<file path="src/rtl/oled_border_sequencer.sv">
// Run/stop sequencer for the OLED border demo: button conditioning, stage timing and shape select.
// Defining OLED_SEQ_PAUSE_EN adds a PAUSED state toggled by the start button while running.
module oled_border_sequencer #(
   parameter int T_STAGE0 = 200000000,
   parameter int T_STAGE1 = 150000000,
   parameter int T_STAGE2 = 100000000,
   parameter int T_STAGE3 = 100000000,
   parameter int DEBOUNCE = 20000000
) (
   input  logic       clk,
   input  logic       rst_n,
   input  logic       enable,
   input  logic       btn_start,
   input  logic       btn_shape,
   output logic       running,
   output logic [1:0] stage,
   output logic [1:0] shape,
   output logic       stage_tick,
   output logic       paused
);
   localparam int T_MAX01 = (T_STAGE0 > T_STAGE1) ? T_STAGE0 : T_STAGE1;
   localparam int T_MAX23 = (T_STAGE2 > T_STAGE3) ? T_STAGE2 : T_STAGE3;
   localparam int T_MAX   = (T_MAX01 > T_MAX23) ? T_MAX01 : T_MAX23;
   localparam int CW      = (T_MAX > 2) ? $clog2(T_MAX) : 1;
   localparam int LW      = (DEBOUNCE > 2) ? $clog2(DEBOUNCE) : 1;

   typedef enum logic [1:0] {
      ST_IDLE   = 2'd0,
      ST_RUN    = 2'd1,
      ST_PAUSED = 2'd2
   } state_t;

   state_t        state_r, state_nxt_s;
   logic [CW-1:0] cnt_r, cnt_nxt_s;
   logic [1:0]    stage_r, stage_nxt_s;
   logic [1:0]    shape_r, shape_nxt_s;
   logic          running_r, running_nxt_s;
   logic          tick_r, tick_nxt_s;
   logic          paused_r, paused_nxt_s;
   logic [2:0]    start_sync_r, shape_sync_r;
   logic [LW-1:0] start_lock_r, shape_lock_r;
   logic          press_start_s, press_shape_s;

   function automatic logic [CW-1:0] stage_last(input logic [1:0] s);
      case (s)
         2'd0:    stage_last = CW'(T_STAGE0 - 1);
         2'd1:    stage_last = CW'(T_STAGE1 - 1);
         2'd2:    stage_last = CW'(T_STAGE2 - 1);
         default: stage_last = CW'(T_STAGE3 - 1);
      endcase
   endfunction

   // Two synchronizer flops followed by a delay flop for rising-edge detection
   always_ff @(posedge clk or negedge rst_n) begin
      if (!rst_n) begin
         start_sync_r <= 3'b000;
         shape_sync_r <= 3'b000;
      end else begin
         start_sync_r <= {start_sync_r[1:0], btn_start};
         shape_sync_r <= {shape_sync_r[1:0], btn_shape};
      end
   end

   assign press_start_s = start_sync_r[1] & ~start_sync_r[2] & (start_lock_r == {LW{1'b0}});
   assign press_shape_s = shape_sync_r[1] & ~shape_sync_r[2] & (shape_lock_r == {LW{1'b0}});

   // Post-press lockouts; edges seen while non-zero are dropped, disable clears them
   always_ff @(posedge clk or negedge rst_n) begin
      if (!rst_n) begin
         start_lock_r <= {LW{1'b0}};
         shape_lock_r <= {LW{1'b0}};
      end else if (!enable) begin
         start_lock_r <= {LW{1'b0}};
         shape_lock_r <= {LW{1'b0}};
      end else begin
         if (press_start_s)
            start_lock_r <= LW'(DEBOUNCE - 1);
         else if (start_lock_r != {LW{1'b0}})
            start_lock_r <= start_lock_r - LW'(1);
         else
            start_lock_r <= start_lock_r;
         if (press_shape_s)
            shape_lock_r <= LW'(DEBOUNCE - 1);
         else if (shape_lock_r != {LW{1'b0}})
            shape_lock_r <= shape_lock_r - LW'(1);
         else
            shape_lock_r <= shape_lock_r;
      end
   end

   // State, counter and output registers
   always_ff @(posedge clk or negedge rst_n) begin
      if (!rst_n) begin
         state_r   <= ST_IDLE;
         cnt_r     <= {CW{1'b0}};
         stage_r   <= 2'd0;
         shape_r   <= 2'd0;
         running_r <= 1'b0;
         tick_r    <= 1'b0;
         paused_r  <= 1'b0;
      end else begin
         state_r   <= state_nxt_s;
         cnt_r     <= cnt_nxt_s;
         stage_r   <= stage_nxt_s;
         shape_r   <= shape_nxt_s;
         running_r <= running_nxt_s;
         tick_r    <= tick_nxt_s;
         paused_r  <= paused_nxt_s;
      end
   end

   // Next-state logic; disable overrides everything and returns to IDLE
   always_comb begin
      state_nxt_s = state_r;
      cnt_nxt_s   = cnt_r;
      stage_nxt_s = stage_r;
      shape_nxt_s = shape_r;
      tick_nxt_s  = 1'b0;
      if (!enable) begin
         state_nxt_s = ST_IDLE;
         cnt_nxt_s   = {CW{1'b0}};
         stage_nxt_s = 2'd0;
         shape_nxt_s = 2'd0;
      end else begin
         case (state_r)
            ST_IDLE: begin
               cnt_nxt_s   = {CW{1'b0}};
               stage_nxt_s = 2'd0;
               shape_nxt_s = 2'd0;
               if (press_start_s)
                  state_nxt_s = ST_RUN;
               else
                  state_nxt_s = ST_IDLE;
            end
            ST_RUN: begin
               if (cnt_r == stage_last(stage_r)) begin
                  cnt_nxt_s   = {CW{1'b0}};
                  stage_nxt_s = stage_r + 2'd1;
                  tick_nxt_s  = 1'b1;
               end else begin
                  cnt_nxt_s   = cnt_r + CW'(1);
               end
               if (press_shape_s)
                  shape_nxt_s = (shape_r == 2'd3) ? 2'd1 : shape_r + 2'd1;
               else
                  shape_nxt_s = shape_r;
`ifdef OLED_SEQ_PAUSE_EN
               if (press_start_s)
                  state_nxt_s = ST_PAUSED;
               else
                  state_nxt_s = ST_RUN;
`endif
            end
            ST_PAUSED: begin
`ifdef OLED_SEQ_PAUSE_EN
               if (press_start_s)
                  state_nxt_s = ST_RUN;
               else
                  state_nxt_s = ST_PAUSED;
`else
               state_nxt_s = ST_IDLE;
               cnt_nxt_s   = {CW{1'b0}};
               stage_nxt_s = 2'd0;
               shape_nxt_s = 2'd0;
`endif
            end
            default: begin
               state_nxt_s = ST_IDLE;
               cnt_nxt_s   = {CW{1'b0}};
               stage_nxt_s = 2'd0;
               shape_nxt_s = 2'd0;
            end
         endcase
      end
      running_nxt_s = (state_nxt_s != ST_IDLE);
`ifdef OLED_SEQ_PAUSE_EN
      paused_nxt_s  = (state_nxt_s == ST_PAUSED);
`else
      paused_nxt_s  = 1'b0;
`endif
   end

   assign running    = running_r;
   assign stage      = stage_r;
   assign shape      = shape_r;
   assign stage_tick = tick_r;
   assign paused     = paused_r;
endmodule

</file>
<file path="config.mk">
export PLATFORM = sky130hd
export DESIGN_NAME = oled_border_sequencer
export DESIGN_NICKNAME = d
export VERILOG_FILES = /design/src/rtl/oled_border_sequencer.sv
export SDC_FILE = /design/constraint.sdc
export NUM_CORES = 1
export LEC_CHECK = 0
export ABC_CLOCK_PERIOD_IN_PS = 3300
export CAP_MARGIN = 20
export CORE_ASPECT_RATIO = 0.75
export CORE_UTILIZATION = 45
export DETAILED_ROUTE_END_ITERATION = 16
export RECOVER_POWER = 100
export SYNTH_ARGS = -nofsm -noshare
export SYNTH_HDL_FRONTEND = slang
export SYNTH_SLANG_ARGS = --single-unit
</file>
<file path="constraint.sdc">
create_clock -name clk -period 3.3 [get_ports clk]
set_input_delay 0.66 -clock clk [delete_from_list [all_inputs] [get_ports clk]]
set_output_delay 0.66 -clock clk [all_outputs]
set_load 0.1 [all_outputs]
</file>
==> reports/metrics.csv, run 1 <==
metric,value,unit
switching share of total power,37.3,%
ANT nets after route,0,
main combinational cell family by area after synthesis,simple AND/OR/NAND/NOR gates,
vias in the first global route,3283,
global-route wire length before repair,16500,um
sequential share of the synthesized area,49.4,%
CP required,3.46,ns
I/O pin cnt,12,
Clock Latency Late Sink,0.35,ns
Remaining DRCs,0,
Row Count,31,
Least-Margin Pin Slew,1.24,ns
Mean Syn Cell Area,9.67,um2
maximum vdd drop,0.370,mV
Port-buffer cells,10,
Die ar.,10800,um2
Synth cell types,51,
Worst Setup End Kind,flop,
setup TNS,0,ns
Overall Global Routing Usage,19.4,%
max-slew violation count,0,
H-Tree Depth,3,
"Top FF cell, synth",dfrtp_1,
sequential power share,37.7,%
yosys warns,0,
# Post-CTS Setup Buffers,0,
Clk network pwr share,27.3,%
Setup CP Type,reg2reg,
die width,120,um
Initial DRT Pass Iterations,4,
fin crit share,87.0,%
area grow syn2layout,11.2,%
endpoints failing hold,0,
Sw Pwr,1.57,mW
share of flip-flops with an asynchronous set or reset,100,%
"flops & latches, synth",92,
Max transition margin,17.8,%
Post-synth EDFFs,0,
DR vias,3530,
worst r2r src,start_lock_r[5]$_DFFE_PN0P_,
post-layout minimum cycle time,2.87,ns
post-route non-filler standard cell count,631,
DP Area,4900,um2
final net count,508,
"count leader, synth",dfrtp_1,
GPL Wtd Cong,0.800,
final clock skew,0.0133,ns
"Cell Area, Synth",4660,um2
XOR/XNOR share of the synthesized area,9.02,%
hold crit path type,in2async,
fill cell count,919,
pwr/cell area,811,nW/um2
maxcap violations,0,
Num CTS Buffers,9,
final hold slack,0.320,ns
Iter 0 DRT Violations,224,
antenna violations before repair,0,
largest net degree at the start of global routing,48,
Comb pwr share,35.0,%
routed len/inst,15.2,um
worst setup path start,start_lock_r[5]$_DFFE_PN0P_,
Detailed Place HPWL,6390,um
routed wire length,9610,um
dpl cells,615,
CTS clock-pin slew for the worst setup and hold paths,0.06,ns
Core Footprint,9850,um2
chip height,90.1,um
cell taking the most area after synthesis,dfrtp_1,
hold bufs inserted after CTS,0,
share of the synthesized area in the top cell type,49.4,%
mux contribution to synthesized area,0.859,%
Cells after Synth,482,
Via-to-Cell Ratio,5.59,
TritonCTS clock tree,yes,
# diodes,0,
clk buf depth,2,
Setup Viol. Count Final,0,
Compound-Gate Fraction of Synth Area,9.74,%
RSZ-0062 raised after global routing,no,
Initial Util,47.3,%
status,"complete, no violations",
"Arr. time, crit path",3.03,ns
LEAKAGE,2.03,nW
clk sinks,92,
"top cells by area, synth","dfrtp_1 (49%), xnor2_1 (7.0%), nor2_1 (4.5%)",
GRT Residual Overflow,0,
worst-path maximum fanout,13,
achievable clock frequency,0.348,GHz
crit path launch type,flop,
final instance area,5180,um2
synth cell count leaders,"dfrtp_1 (92), nor2_1 (56), xnor2_1 (37)",
simple-gate share of the synthesized area,25.6,%
Int Power,2.64,mW
# resized after CTS,0,
fraction of layout cells with a size suffix above 1,7.41,%
post-synthesis adder-cell area fraction,2.42,%
CTS root buf,clkbuf_16,
## power by group through the flow
stage | combinational [mW] | sequential, mW | clock, mW
after global placement | 1.44 | 1.59 | 0
after global routing | 1.67 | 1.62 | 1.22
after CTS | 1.49 | 1.58 | 1.17
final | 1.47 | 1.58 | 1.15
after floorplan | 1.18 | 1.54 | 0
after detailed placement | 1.48 | 1.60 | 0
## cell type report
cell class	count	area [um2]	area share [%]
Sequential cell	92	2300	44.4
Clock inverter	6	93.8	1.81
Multi-Input combinational cell	359	2230	43.0
Inverter	14	52.6	1.01
Timing Repair Buffer	18	104	2.00
Tap cell	132	165	3.19
Clock buffer	10	239	4.61
## worst paths after layout
| kind | to | slack [ns] | cells past startpoint |
|---|---|---|---|
| setup / recovery | start_lock_r[7]$_DFFE_PN0P_ | 0.43 | 6 |
| hold / removal | start_lock_r[4]$_DFFE_PN0P_ | 0.32 | 1 |
| setup reg to reg | start_lock_r[7]$_DFFE_PN0P_ | 0.43 | 6 |
| hold reg to reg | start_sync_r[1]$_DFF_PN0_ | 0.35 | 0 |
| max in group asynchronous | shape_lock_r[6]$_DFFE_PN0P_ | 1.41 | 2 |
| min in group clk | start_sync_r[1]$_DFF_PN0_ | 0.35 | 0 |
## cells in the final DEF (no fill, tap or decap), types with 13 or more instances in the layout
master	n
nand2_1	33
dfrtp_1	92
or3_1	13
nor3_1	34
xnor2_1	37
nor2_1	56
nor4_1	16
a21oi_1	33
inv_1	14
nand3_1	14
## flip-flops by register name (all words and copies together), names as in the netlist
signal and cells:
start_lock_r 25, start_sync_r 3, stage 2, state_r 2, shape_sync_r 3, shape 2
running 1, stage_tick 1, shape_lock_r 25, cnt_r 28
## metrics by stage
step           util [%]  total power, mW  setup slack, ns
3_5_place_dp       49.8             3.07            0.677
4_1_cts            53.1             4.24            0.654
5_1_grt            52.6             4.50            0.229
3_3_place_gp       49.8             3.03            0.739
2_1_floorplan         -             2.72            0.541
6_report           52.6             4.20            0.430
## logic make-up after synthesis
| group | Yosys count |
|---|---|
| AOI/OAI and AO/OA | 74 |
| xor gates and xnor gates | 48 |
| adders and majority gates | 9 |
| buffers and inverters | 32 |
| DFF | 92 |
| muxes | 4 |
| other | 1 |
| and+or+nand+nor | 222 |
## worst max-delay path, stage by stage (launching register included)
cell and delay (ns):
dfrtp_1 0.42, nor4_2 0.58, nand2_1 0.27, or4_1 0.64
o21ai_0 0.18, clkbuf_1 0.52, a21oi_1 0.09
## layer usage
| layer | track usage [%] | vias up | part of all wire, % |
|---|---|---|---|
| met1 | 28.7 | 1728 | 52 |
| met5 | 0 | - | 0 |
| met4 | 5.31 | 0 | 0.79 |
| li1 | - | 1749 | - |
| met3 | 4.76 | 5 | 3.2 |
| met2 | 27.9 | 48 | 44 |
(Power assumes the default switching activity.)
==> run 2: changes to the inputs <==
--- a/config.mk
+++ b/config.mk
@@ -5,7 +5,6 @@
 export SDC_FILE = /design/constraint.sdc
 export NUM_CORES = 1
 export LEC_CHECK = 0
-export ABC_CLOCK_PERIOD_IN_PS = 3300
 export CAP_MARGIN = 20
 export CORE_ASPECT_RATIO = 0.75
 export CORE_UTILIZATION = 45
==> results of run 2 <==
No change in the layout: final DEF, timing and power equal those of run 1.
==> run 3: changes to the inputs <==
--- a/config.mk
+++ b/config.mk
@@ -5,7 +5,6 @@
 export SDC_FILE = /design/constraint.sdc
 export NUM_CORES = 1
 export LEC_CHECK = 0
-export CAP_MARGIN = 20
 export CORE_ASPECT_RATIO = 0.75
 export CORE_UTILIZATION = 45
 export DETAILED_ROUTE_END_ITERATION = 16
==> constraint.sdc (replaced) <==
create_clock -name clk -period 3.25 [get_ports clk]
set_input_delay 0.4875 -clock clk [delete_from_list [all_inputs] [get_ports clk]]
set_output_delay 0.4875 -clock clk [all_outputs]
set_load 0.1 [all_outputs]
==> run 3 against run 2 <==
Effect of this change: the flow now finishes with violations (capacitance limit, slew limit); total power down 1.6%; critical path depth unchanged; sequential share of layout area up 0.086 points; global-route usage up 0.80 points; clock power down 9.6%; critical path type unchanged; critical endpoint is now start_lock_r[1]$_DFFE_PN0P_.
==> reports/metrics.csv, run 3 (synthesized netlist as in run 1, its figures left out) <==
metric,value,unit
status,"finished, violations left",
failing checks,"capacitance limit, slew limit",
achievable clock frequency,0.354,GHz
"Arr. time, crit path",3.01,ns
final instance area,5170,um2
Int Power,2.57,mW
final clock skew,0.0106,ns
switching share of total power,37.8,%
sequential power share,38.8,%
Detailed Place HPWL,6640,um
hold crit path type,reg2reg,
I/O pin cnt,12,
global-route wire length before repair,17100,um
overall power,4.14,mW
clk buf depth,2,
Max transition margin,-58.2,%
chip height,90.1,um
fill cell count,937,
Clock Latency Late Sink,0.35,ns
Initial Util,47.3,%
fin crit share,87.0,%
final net count,509,
DR vias,3625,
setup TNS,0,ns
max reg flops,28,
die width,120,um
Core Footprint,9850,um2
final hold slack,0.347,ns
Top reg by flops,cnt_r,
CP required,3.43,ns
Iter 0 DRT Violations,220,
# resized after CTS,0,
routed wire length,9800,um
Via-to-Cell Ratio,5.74,
LEAKAGE,2.04,nW
pwr/cell area,799,nW/um2
DP Area,4920,um2
crit path launch type,flop,
"Cell Chain, Critical Path",nor4_1 > nand4_1 > clkbuf_1 > or2_0 > nor3_1 > a211oi_1,
maxcap violations,1,
CP max-delay cell,nor4_1,
ANT nets after route,0,
Clk network pwr share,25.1,%
Remaining DRCs,0,
RSZ-0062 raised after global routing,no,
biggest regs,"cnt_r: 28 flops, shape_lock_r: 25 flops, start_lock_r: 25 flops",
Die ar.,10800,um2
hold bufs inserted after CTS,0,
highest-count cells in the layout ignoring fill and taps,"dfrtp_1 (92), nor2_1 (56), xnor2_1 (37), nor3_1 (35)",
Worst Setup End Kind,flop,
Comb pwr share,36.1,%
endpoints failing hold,0,
max-slew violation count,42,
routed len/inst,15.5,um
maximum vdd drop,0.430,mV
clk sinks,92,
Overall Global Routing Usage,20.2,%
antenna violations before repair,0,
vias in the first global route,3465,
# diodes,0,
CTS clock-pin slew for the worst setup and hold paths,0.06,ns
critical path's largest stage delay,0.77,ns
Port-buffer cells,10,
# Post-CTS Setup Buffers,0,
Setup Viol. Count Final,0,
CTS root buf,clkbuf_16,
Num CTS Buffers,9,
Setup CP Type,reg2reg,
H-Tree Depth,3,
Least-Margin Pin Slew,2.37,ns
fraction of layout cells with a size suffix above 1,6.81,%
TritonCTS clock tree,yes,
worst-path maximum fanout,18,
Sw Pwr,1.56,mW
Row Count,31,
largest net degree at the start of global routing,52,
"most common cell after layout, fill and taps aside",dfrtp_1,
post-layout minimum cycle time,2.83,ns
GPL Wtd Cong,0.782,
Initial DRT Pass Iterations,4,
GRT Residual Overflow,0,
area grow syn2layout,11.0,%
run 3: metal layers:
metal	track usage (%)	up-vias	share of wire [%]
li1	-	1760	-
met1	29.3	1796	52
met2	28.9	62	43
met3	6.15	7	4.1
met4	5.52	0	0.72
met5	0	-	0
run 3: final timing paths:
kind,start,end,slack (ns),cells after the start
hold reg to reg,start_sync_r[0]$_DFF_PN0_,start_sync_r[1]$_DFF_PN0_,0.35,0
hold / removal,start_sync_r[0]$_DFF_PN0_,start_sync_r[1]$_DFF_PN0_,0.35,0
setup / recovery,start_lock_r[3]$_DFFE_PN0P_,start_lock_r[1]$_DFFE_PN0P_,0.42,6
setup reg to reg,start_lock_r[3]$_DFFE_PN0P_,start_lock_r[1]$_DFFE_PN0P_,0.42,6
min in group asynchronous,rst_n,start_lock_r[3]$_DFFE_PN0P_,0.86,1
max in group asynchronous,rst_n,shape_lock_r[11]$_DFFE_PN0P_,1.04,1
run 3: cell type report:
type | count | area [um2] | share of cell area [%]
sequential | 92 | 2300 | 44.5
multi-input combinational | 359 | 2220 | 42.8
clock buffer | 9 | 225 | 4.35
tap | 132 | 165 | 3.19
timing repair buffer | 19 | 148 | 2.85
clock inverter | 6 | 65.1 | 1.26
inverter | 14 | 52.6 | 1.02
run 3: power groups by stage:
| stage | clock (mW) | sequential (mW) | combinational, mW |
|---|---|---|---|
| 6_report | 1.04 | 1.61 | 1.49 |
| 5_1_grt | 1.11 | 1.64 | 1.70 |
| 3_3_place_gp | 0 | 1.62 | 1.48 |
| 3_5_place_dp | 0 | 1.62 | 1.52 |
| 2_1_floorplan | 0 | 1.57 | 1.20 |
| 4_1_cts | 1.07 | 1.61 | 1.53 |
run 3: critical path: cells and delay by family (launching register included):
family / cells / cell delay [ns]
AO/OA/AOI/OAI: 1 / 0.08
flip-flops: 1 / 0.42
buffers and inverters: 1 / 0.27
AND/OR/NAND/NOR: 4 / 1.91
run 3: per-stage QoR:
| step | setup WS [ns] | utilization (%) | cells |
|---|---|---|---|
| floorplan | 0.491 | - | 483 |
| global placement | 0.660 | 49.9 | 616 |
| detailed placement | 0.628 | 49.9 | 616 |
| CTS | 0.630 | 52.9 | 631 |
| global route | 0.166 | 52.5 | 631 |
| finish | 0.422 | 52.5 | 631 |
